--- src/rtl/id_exe_pipe_pkg.sv ---
// rtl/id_exe_pipe_pkg.sv - shared constants and widths for the ID->EXE pipeline register
package id_exe_pipe_pkg;

    localparam int INST_DATA_W = 32;
    localparam int INST_ADDR_W = 32;
    localparam int REG_DATA_W  = 32;
    localparam int REG_ADDR_W  = 5;
    localparam int PERF_CNT_W  = 16;

    // addi x0, x0, 0
    localparam logic [31:0] INST_NOP      = 32'h0000_0013;
    localparam logic [31:0] ZERO          = 32'h0000_0000;
    localparam logic [4:0]  ZERO_REG      = 5'd0;
    localparam logic        WRITE_DISABLE = 1'b0;
    localparam logic        WRITE_ENABLE  = 1'b1;
    localparam logic [6:0]  INST_TYPE_L   = 7'b000_0011;

    function automatic logic is_load_opcode(input logic [6:0] opcode);
        return opcode == INST_TYPE_L;
    endfunction

endpackage

--- src/rtl/id_exe_pipe_slot.sv ---
// rtl/id_exe_pipe_slot.sv - one pipeline slot: payload register plus valid bit
// Clear only drops the valid bit so the payload (and thus the PC) keeps its last value.
module id_exe_pipe_slot #(
    parameter int W = 8
) (
    input  logic         clk_in,
    input  logic         reset_n_in,
    input  logic         load_in,
    input  logic         clear_in,
    input  logic [W-1:0] data_in,
    output logic         valid_out,
    output logic [W-1:0] data_out
);

    always_ff @(posedge clk_in or negedge reset_n_in) begin
        if (!reset_n_in) begin
            valid_out <= 1'b0;
            data_out  <= '0;
        end else if (clear_in) begin
            valid_out <= 1'b0;
        end else if (load_in) begin
            valid_out <= 1'b1;
            data_out  <= data_in;
        end
    end

endmodule

--- src/rtl/id_exe_pipe.sv ---
// rtl/id_exe_pipe.sv - ID->EXE stage register with valid/ready handshake and one-entry skid buffer
// Optional performance counters are built when ID_EXE_PIPE_PERF_EN is defined.
module id_exe_pipe
    import id_exe_pipe_pkg::*;
#(
    parameter int DATA_W  = INST_DATA_W,
    parameter int ADDR_W  = INST_ADDR_W,
    parameter int RDATA_W = REG_DATA_W,
    parameter int RADDR_W = REG_ADDR_W,
    parameter int PERF_W  = PERF_CNT_W
) (
    input  logic               clk_in,
    input  logic               reset_n_in,
    input  logic               in_valid_in,
    output logic               in_ready_out,
    input  logic [DATA_W-1:0]  inst_in,
    input  logic [ADDR_W-1:0]  inst_address_in,
    input  logic [RDATA_W-1:0] op1_in,
    input  logic [RDATA_W-1:0] op2_in,
    input  logic [RADDR_W-1:0] reg_waddr_in,
    input  logic               reg_we_in,
    input  logic               flush_in,
    output logic               out_valid_out,
    input  logic               out_ready_in,
    output logic [DATA_W-1:0]  inst_out,
    output logic [ADDR_W-1:0]  inst_address_out,
    output logic [RDATA_W-1:0] op1_out,
    output logic [RDATA_W-1:0] op2_out,
    output logic [RADDR_W-1:0] reg_waddr_out,
    output logic               reg_we_out,
    output logic               hz_load_out,
    output logic [RADDR_W-1:0] hz_rd_out,
    output logic [PERF_W-1:0]  stall_cnt_out,
    output logic [PERF_W-1:0]  flush_cnt_out
);

    localparam int PAY_W = DATA_W + ADDR_W + 2 * RDATA_W + RADDR_W + 1;

    logic [PAY_W-1:0] pay_in, main_d, main_q, skid_q;
    logic main_valid, skid_valid;
    logic accept, drain;
    logic main_load, main_clear, skid_load, skid_clear;

    logic [DATA_W-1:0]  m_inst;
    logic [ADDR_W-1:0]  m_addr;
    logic [RDATA_W-1:0] m_op1, m_op2;
    logic [RADDR_W-1:0] m_waddr;
    logic               m_we;

    assign pay_in = {inst_in, inst_address_in, op1_in, op2_in, reg_waddr_in, reg_we_in};
    assign {m_inst, m_addr, m_op1, m_op2, m_waddr, m_we} = main_q;

    // Ready comes straight from the skid flop, so out_ready_in never reaches in_ready_out.
    assign in_ready_out = !skid_valid;
    assign accept       = in_valid_in && in_ready_out;
    assign drain        = main_valid && out_ready_in;

    assign main_load  = !flush_in &&
                        ((skid_valid && drain) ||
                         (!skid_valid && accept && (!main_valid || drain)));
    assign main_d     = skid_valid ? skid_q : pay_in;
    assign main_clear = flush_in || (drain && !main_load);

    assign skid_load  = !flush_in && accept && main_valid && !drain;
    assign skid_clear = flush_in || (skid_valid && drain);

    id_exe_pipe_slot #(.W(PAY_W)) u_main (
        .clk_in     (clk_in),
        .reset_n_in (reset_n_in),
        .load_in    (main_load),
        .clear_in   (main_clear),
        .data_in    (main_d),
        .valid_out  (main_valid),
        .data_out   (main_q)
    );

    id_exe_pipe_slot #(.W(PAY_W)) u_skid (
        .clk_in     (clk_in),
        .reset_n_in (reset_n_in),
        .load_in    (skid_load),
        .clear_in   (skid_clear),
        .data_in    (pay_in),
        .valid_out  (skid_valid),
        .data_out   (skid_q)
    );

    // An invalid main slot presents a harmless bubble; the PC is left as-is.
    assign out_valid_out    = main_valid;
    assign inst_out         = main_valid ? m_inst  : DATA_W'(INST_NOP);
    assign inst_address_out = m_addr;
    assign op1_out          = main_valid ? m_op1   : RDATA_W'(ZERO);
    assign op2_out          = main_valid ? m_op2   : RDATA_W'(ZERO);
    assign reg_waddr_out    = main_valid ? m_waddr : RADDR_W'(ZERO_REG);
    assign reg_we_out       = main_valid ? m_we    : WRITE_DISABLE;

    assign hz_load_out = main_valid && is_load_opcode(m_inst[6:0]);
    assign hz_rd_out   = main_valid ? RADDR_W'(m_inst[11:7]) : RADDR_W'(ZERO_REG);

`ifdef ID_EXE_PIPE_PERF_EN
    logic [1:0]        kill_num;
    logic [PERF_W:0]   flush_sum;
    logic [PERF_W-1:0] stall_cnt, flush_cnt;

    // A main entry drained in the flush cycle reaches EXE and is not counted as lost.
    assign kill_num  = {1'b0, main_valid && !drain} + {1'b0, skid_valid};
    assign flush_sum = {1'b0, flush_cnt} + {{(PERF_W - 1){1'b0}}, kill_num};

    always_ff @(posedge clk_in or negedge reset_n_in) begin
        if (!reset_n_in) begin
            stall_cnt <= '0;
            flush_cnt <= '0;
        end else begin
            if (main_valid && !out_ready_in && stall_cnt != '1)
                stall_cnt <= stall_cnt + 1'b1;
            if (flush_in)
                flush_cnt <= flush_sum[PERF_W] ? '1 : flush_sum[PERF_W-1:0];
        end
    end

    assign stall_cnt_out = stall_cnt;
    assign flush_cnt_out = flush_cnt;
`else
    assign stall_cnt_out = '0;
    assign flush_cnt_out = '0;
`endif

endmodule

--- config.mk ---
export PLATFORM = sky130hd
export DESIGN_NAME = id_exe_pipe
export DESIGN_NICKNAME = d
export VERILOG_FILES = /design/src/rtl/id_exe_pipe_pkg.sv /design/src/rtl/id_exe_pipe_slot.sv /design/src/rtl/id_exe_pipe.sv
export SDC_FILE = /design/constraint.sdc
export NUM_CORES = 1
export LEC_CHECK = 0
export ABC_AREA = 1
export CORE_ASPECT_RATIO = 1.4
export CORE_MARGIN = 1.5
export CORE_UTILIZATION = 25
export DETAILED_ROUTE_END_ITERATION = 12
export GPL_TIMING_DRIVEN = 0
export SYNTH_ARGS = -nofsm -noshare
export SYNTH_HDL_FRONTEND = slang
export SYNTH_SLANG_ARGS = --single-unit
export TNS_END_PERCENT = 20
--- constraint.sdc ---
create_clock -name clk_in -period 2.85 [get_ports clk_in]
set_input_delay 0.57 -clock clk_in [delete_from_list [all_inputs] [get_ports clk_in]]
set_output_delay 0.57 -clock clk_in [all_outputs]
set_load 0.02 [all_outputs]
# ---- Word level (Yosys, flattened, before mapping)
# Index checks and enable logic that the tools add are counted.
dict set report word_totals {
  regBits 270
  in_bits 139
  wordCells 42
  output_inout_bits 174
}
dict set report op_classes {
  eq_ne 1
  muxes 11
  n_bitwise 2
  reduce_logical 24
}
# cell count
set op_table {}
lappend op_table {{134-bit two-way mux} 1}
lappend op_table {{32-bit two-way mux} 3}
lappend op_table {{1-bit logical AND} 11}
lappend op_table {{5-bit two-way mux} 2}
lappend op_table {{7-bit by 2-bit equality test with 1-bit output, second input constant} 1}
lappend op_table {{1-bit logical NOT} 5}
lappend op_table {{1-bit two-way mux} 5}
lappend op_table {{1-bit logical OR} 4}
lappend op_table {{2-bit AND reduction} 2}
lappend op_table {{2-bit nonzero test} 2}
lappend op_table {{1-bit NOT} 2}

# ---- Longest topological paths before layout
dict set report logic_depth {
  word_depth 11
  mapped_depth 8
  depth_no_buf 6
}

# ---- By module
# A second synthesis with hierarchy kept.
dict set report hier_totals {
  hier_cells 1872
  area_unflattened_um2 13450.4
}
# mod cells_per_inst area_each_um2 seq_area_each_um2 n_inst
set modules_own_cells {}
lappend modules_own_cells {id_exe_pipe_slot 584 5306.3 3378.2 2}
lappend modules_own_cells {id_exe_pipe 704 2837.7 0.0 1}

# ---- Least setup slack after synthesis
# Ideal clock, no wire load.
dict set report synth_timing {
  kind {register to output}
  start {reg u_main.valid_out}
  end {out hz_load_out}
  arrival_time_ps 1531
  setup_slack_ps 749
  path_buffers 1
  stages_incl_launch_ff 4
  cell_sequence {dfrtp_1 > clkbuf_1 > nand2_1 > nor3_1}
}
dict set report synth_between {
  elab_chain_cells 1
}
# element line
set synth_lines {}
lappend synth_lines {{from (decl)} id_exe_pipe_slot.sv:11} ;# output logic valid_out,
lappend synth_lines {{from (signal assigned)} id_exe_pipe_slot.sv:17} ;# valid_out <= 1'b0;
lappend synth_lines {{from (signal assigned)} id_exe_pipe_slot.sv:20} ;# valid_out <= 1'b0;
lappend synth_lines {{from (signal assigned)} id_exe_pipe_slot.sv:22} ;# valid_out <= 1'b1;
lappend synth_lines {{1-bit logical AND} id_exe_pipe.sv:96} ;# assign hz_load_out = main_valid && is_load_opcode(m_inst[6:0]);
lappend synth_lines {{to (decl)} id_exe_pipe.sv:31} ;# output logic hz_load_out,
# No other way between the ends.

# ---- Final worst setup path
dict set report layout_timing {
  start {reg u_main.valid_out}
  end {out op2_out[18]}
}
dict set report layout_between {
  elab_chain_cells 1
}
# element line
set layout_lines {}
lappend layout_lines {{32-bit two-way mux} id_exe_pipe.sv:92} ;# assign op2_out = main_valid ? m_op2 : RDATA_W'(ZERO);
lappend layout_lines {{to (decl)} id_exe_pipe.sv:28} ;# output logic [RDATA_W-1:0] op2_out,
# No other way between the ends.

==> impl_metrics.json <==
{
  "p_leak_nw": 10.8,
  "place.detailed.hpwl_um": 32900,
  "htree_levels": 1,
  "antenna_found_initial": 5,
  "first_pass_iters": 6,
  "grt_setup_unrepaired": "yes",
  "synth.avg_cell_area_um2": 7.09,
  "ys_warn_count": 0,
  "grt_max_degree": 98,
  "cts_buffer_depth": 3,
  "ys_ff_latch": 270,
  "core-area_um2": 52900,
  "synth_top_area_cell": "dfrtp_1",
  "endpoint_kind": "output port",
  "dieArea_um2": 54800,
  "hold_viol_final": 0,
  "synthArstFlopShare": 1.00,
  "cts_tree": "yes",
  "first_global_vias": 12497,
  "fin_nets": 2365,
  "overflow": 0,
  "synth_top_area_share": 0.506,
  "wl_per_cell_um": 14.9,
  "skew_ns": 0.0114,
  "synth.most_common_cell": "nand2_1",
  "io_buffer_count": 280,
  "synth_edf_count": 0,
  "start_kind": "flip-flop",
  "r2r_cells": 8,
  "finalWirelength_um": 44200,
  "grt_pass1_wl_um": 69300,
  "syn_area_um2": 13300,
  "tightest_slew_ns": 0.700,
  "stdcell_count": 2964,
  "post-place-cells": 2908,
  "die_x_um": 198,
  "vias": 12461,
  "groute.usage.overall": 0.162,
  "yosysSeqAreaShare": 0.506,
  "globalplace.congestion": 0.839,
  "irDropWorstVdd_mv": 0.433,
  "hold_path.class": "reg -> reg",
  "period_needed_ns": 2.75,
  "setup_tns_ns": 0,
  "die_h_um": 276,
  "hold_path_depth": 2,
  "drive_gt1_frac": 0.0810,
  "status": "finished clean",
  "fin_hold_ws_ns": 0.469,
  "detail_route.vias_per_cell": 4.20,
  "drv_slew": 0,
  "cts_root_buffer": "clkbuf_16",
  "numClockSinks": 270,
  "maxSlewHeadroom": 0.534,
  "start_util": 0.252,
  "p_per_area_nw_per_um2": 637,
  "synth_area_leaders": "dfrtp_1, nand2_1, nand3_1",
  "post-route-period-util": 0.964,
  "synth_commonest_cells": "nand2_1, dfrtp_1, nand3_1",
  "ys_types": 18,
  "required_ns": 2.28,
  "critical_path_class": "reg -> out",
  "cp_data_arrival_time_ns": 2.18,
  "clk_pin_slew_ns": 0.06,
  "ioPinCount": 313,
  "path_max_fanout": 10,
  "remaining_drc_errors": 0,
  "clock_latency_ns": 0.58,
  "first_iter_violations": 591,
  "antenna_left": 0,
  "ys.flop_type": "dfrtp_1",
  "finalSetupViolCount": 0,
  "max_freq_mhz": 364,
  "rows": 100,
  "syn_to_final_growth_pct": 37.5,
  "max-cap-violations": 0,
  "syn_inst": 1881,
  "cts_made_buffers": 30
}
==> what timing repair did <==
| action | in CTS | in global routing |
|---|---|---|
| resized for setup | 39 | 37 |
| pin swaps | 0 | 0 |
| endpoints found under the hold margin | 8 | 0 |
| setup buffers | 0 | 0 |
| endpoints found under the setup margin | 107 | 41 |
| hold buffers | 1 | 0 |
==> cell families after synthesis <==
family,share of synthesized area
DFF,0.506
AOI/OAI and AO/OA,0.000375
buffers and inverters,0.105
other,0.000281
and+or+nand+nor,0.388
==> through the flow <==
stage                     worst slack (ns)   util  power [W]  area, um2
after floorplan                      0.749      -    0.00666      13500
after global placement              -10.78  0.324    0.00779      17200
after detailed placement            -0.637  0.325    0.00786      17200
after CTS                         0.000346  0.345     0.0119      18300
after global routing            -0.0000240  0.347     0.0124      18400
final                                0.103  0.347     0.0117      18400
==> path summary, 6_finish.rpt <==
check	start	to	slack, ns
setup / recovery	u_main.valid_out	op2_out[18]	0.10
hold / removal	u_main.data_out[19]	u_main.data_out[19]	0.47
setup reg to reg	u_main.valid_out	u_main.data_out[126]	0.64
hold reg to reg	u_main.data_out[19]	u_main.data_out[19]	0.47
max in group asynchronous	reset_n_in	u_main.data_out[87]	1.31
min in group asynchronous	reset_n_in	u_main.data_out[20]	0.59
==> report_power, final <==
group | total (W) | switching (W) | internal (W)
clock network | 0.00393 | 0.00165 | 0.00229
logic | 0.00259 | 0.00143 | 0.00116
registers | 0.00517 | 0.000478 | 0.00470
==> layout by cell type, fill, tap and decap left out, types with 2 or more instances in the layout <==
| cell | netlist | final |
|---|---|---|
| buf_1 | 15 | 14 |
| buf_16 | 0 | 2 |
| buf_2 | 34 | 34 |
| buf_4 | 77 | 80 |
| bufinv_16 | 0 | 2 |
| clkbuf_1 | 54 | 49 |
| clkbuf_16 | 0 | 31 |
| clkbuf_4 | 0 | 5 |
| clkbuf_8 | 0 | 8 |
| clkdlybuf4s50_1 | 0 | 231 |
| clkinv_2 | 0 | 2 |
| clkinvlp_4 | 0 | 4 |
| conb_1 | 1 | 32 |
| dfrtp_1 | 270 | 269 |
| diode_2 | 0 | 4 |
| dlygate4sd2_1 | 0 | 14 |
| dlymetal6s2s_1 | 0 | 34 |
| inv_1 | 103 | 103 |
| nand2_1 | 1177 | 1177 |
| nand2_2 | 2 | 2 |
| nand3_1 | 136 | 136 |
| nor2_1 | 2 | 2 |
| nor2_4 | 2 | 2 |
| or2_2 | 3 | 3 |
==> worst max-delay path: stages (launching register included) <==
cell and delay [ns]:
dfrtp_2 0.43, clkbuf_16 0.21, clkbuf_4 0.23, nand2_1 0.07, inv_1 0.06, clkdlybuf4s50_1 0.59
==> layer usage <==
metal | vias to the layer above | routed length (um) | global-route usage
met5 | - | 15 | 0
met4 | 2 | 1430 | 0.0624
met3 | 73 | 1940 | 0.0195
met2 | 301 | 22800 | 0.293
met1 | 5861 | 18100 | 0.192
li1 | 6224 | - | -
==> layout make-up <==
cell class                      instances  area, um2
Multi-Input combinational cell       1358       5310
Clock inverter                          9        116
Antenna cell                            4       10.0
Buffer                                179       1070
Tap cell                              714        893
Clock buffer                           43        870
Sequential cell                       270       6760
Timing Repair Buffer                  283       2940
Fill cell                            5604      34600
Inverter                              104        390
==> registers in the layout, summed over array words and instances (netlist names) <==
signal / count
u_main.data_out: 134
u_skid.data_out: 134
u_main.valid_out: 1
u_skid.valid_out: 1
(Power assumes the default switching activity.)
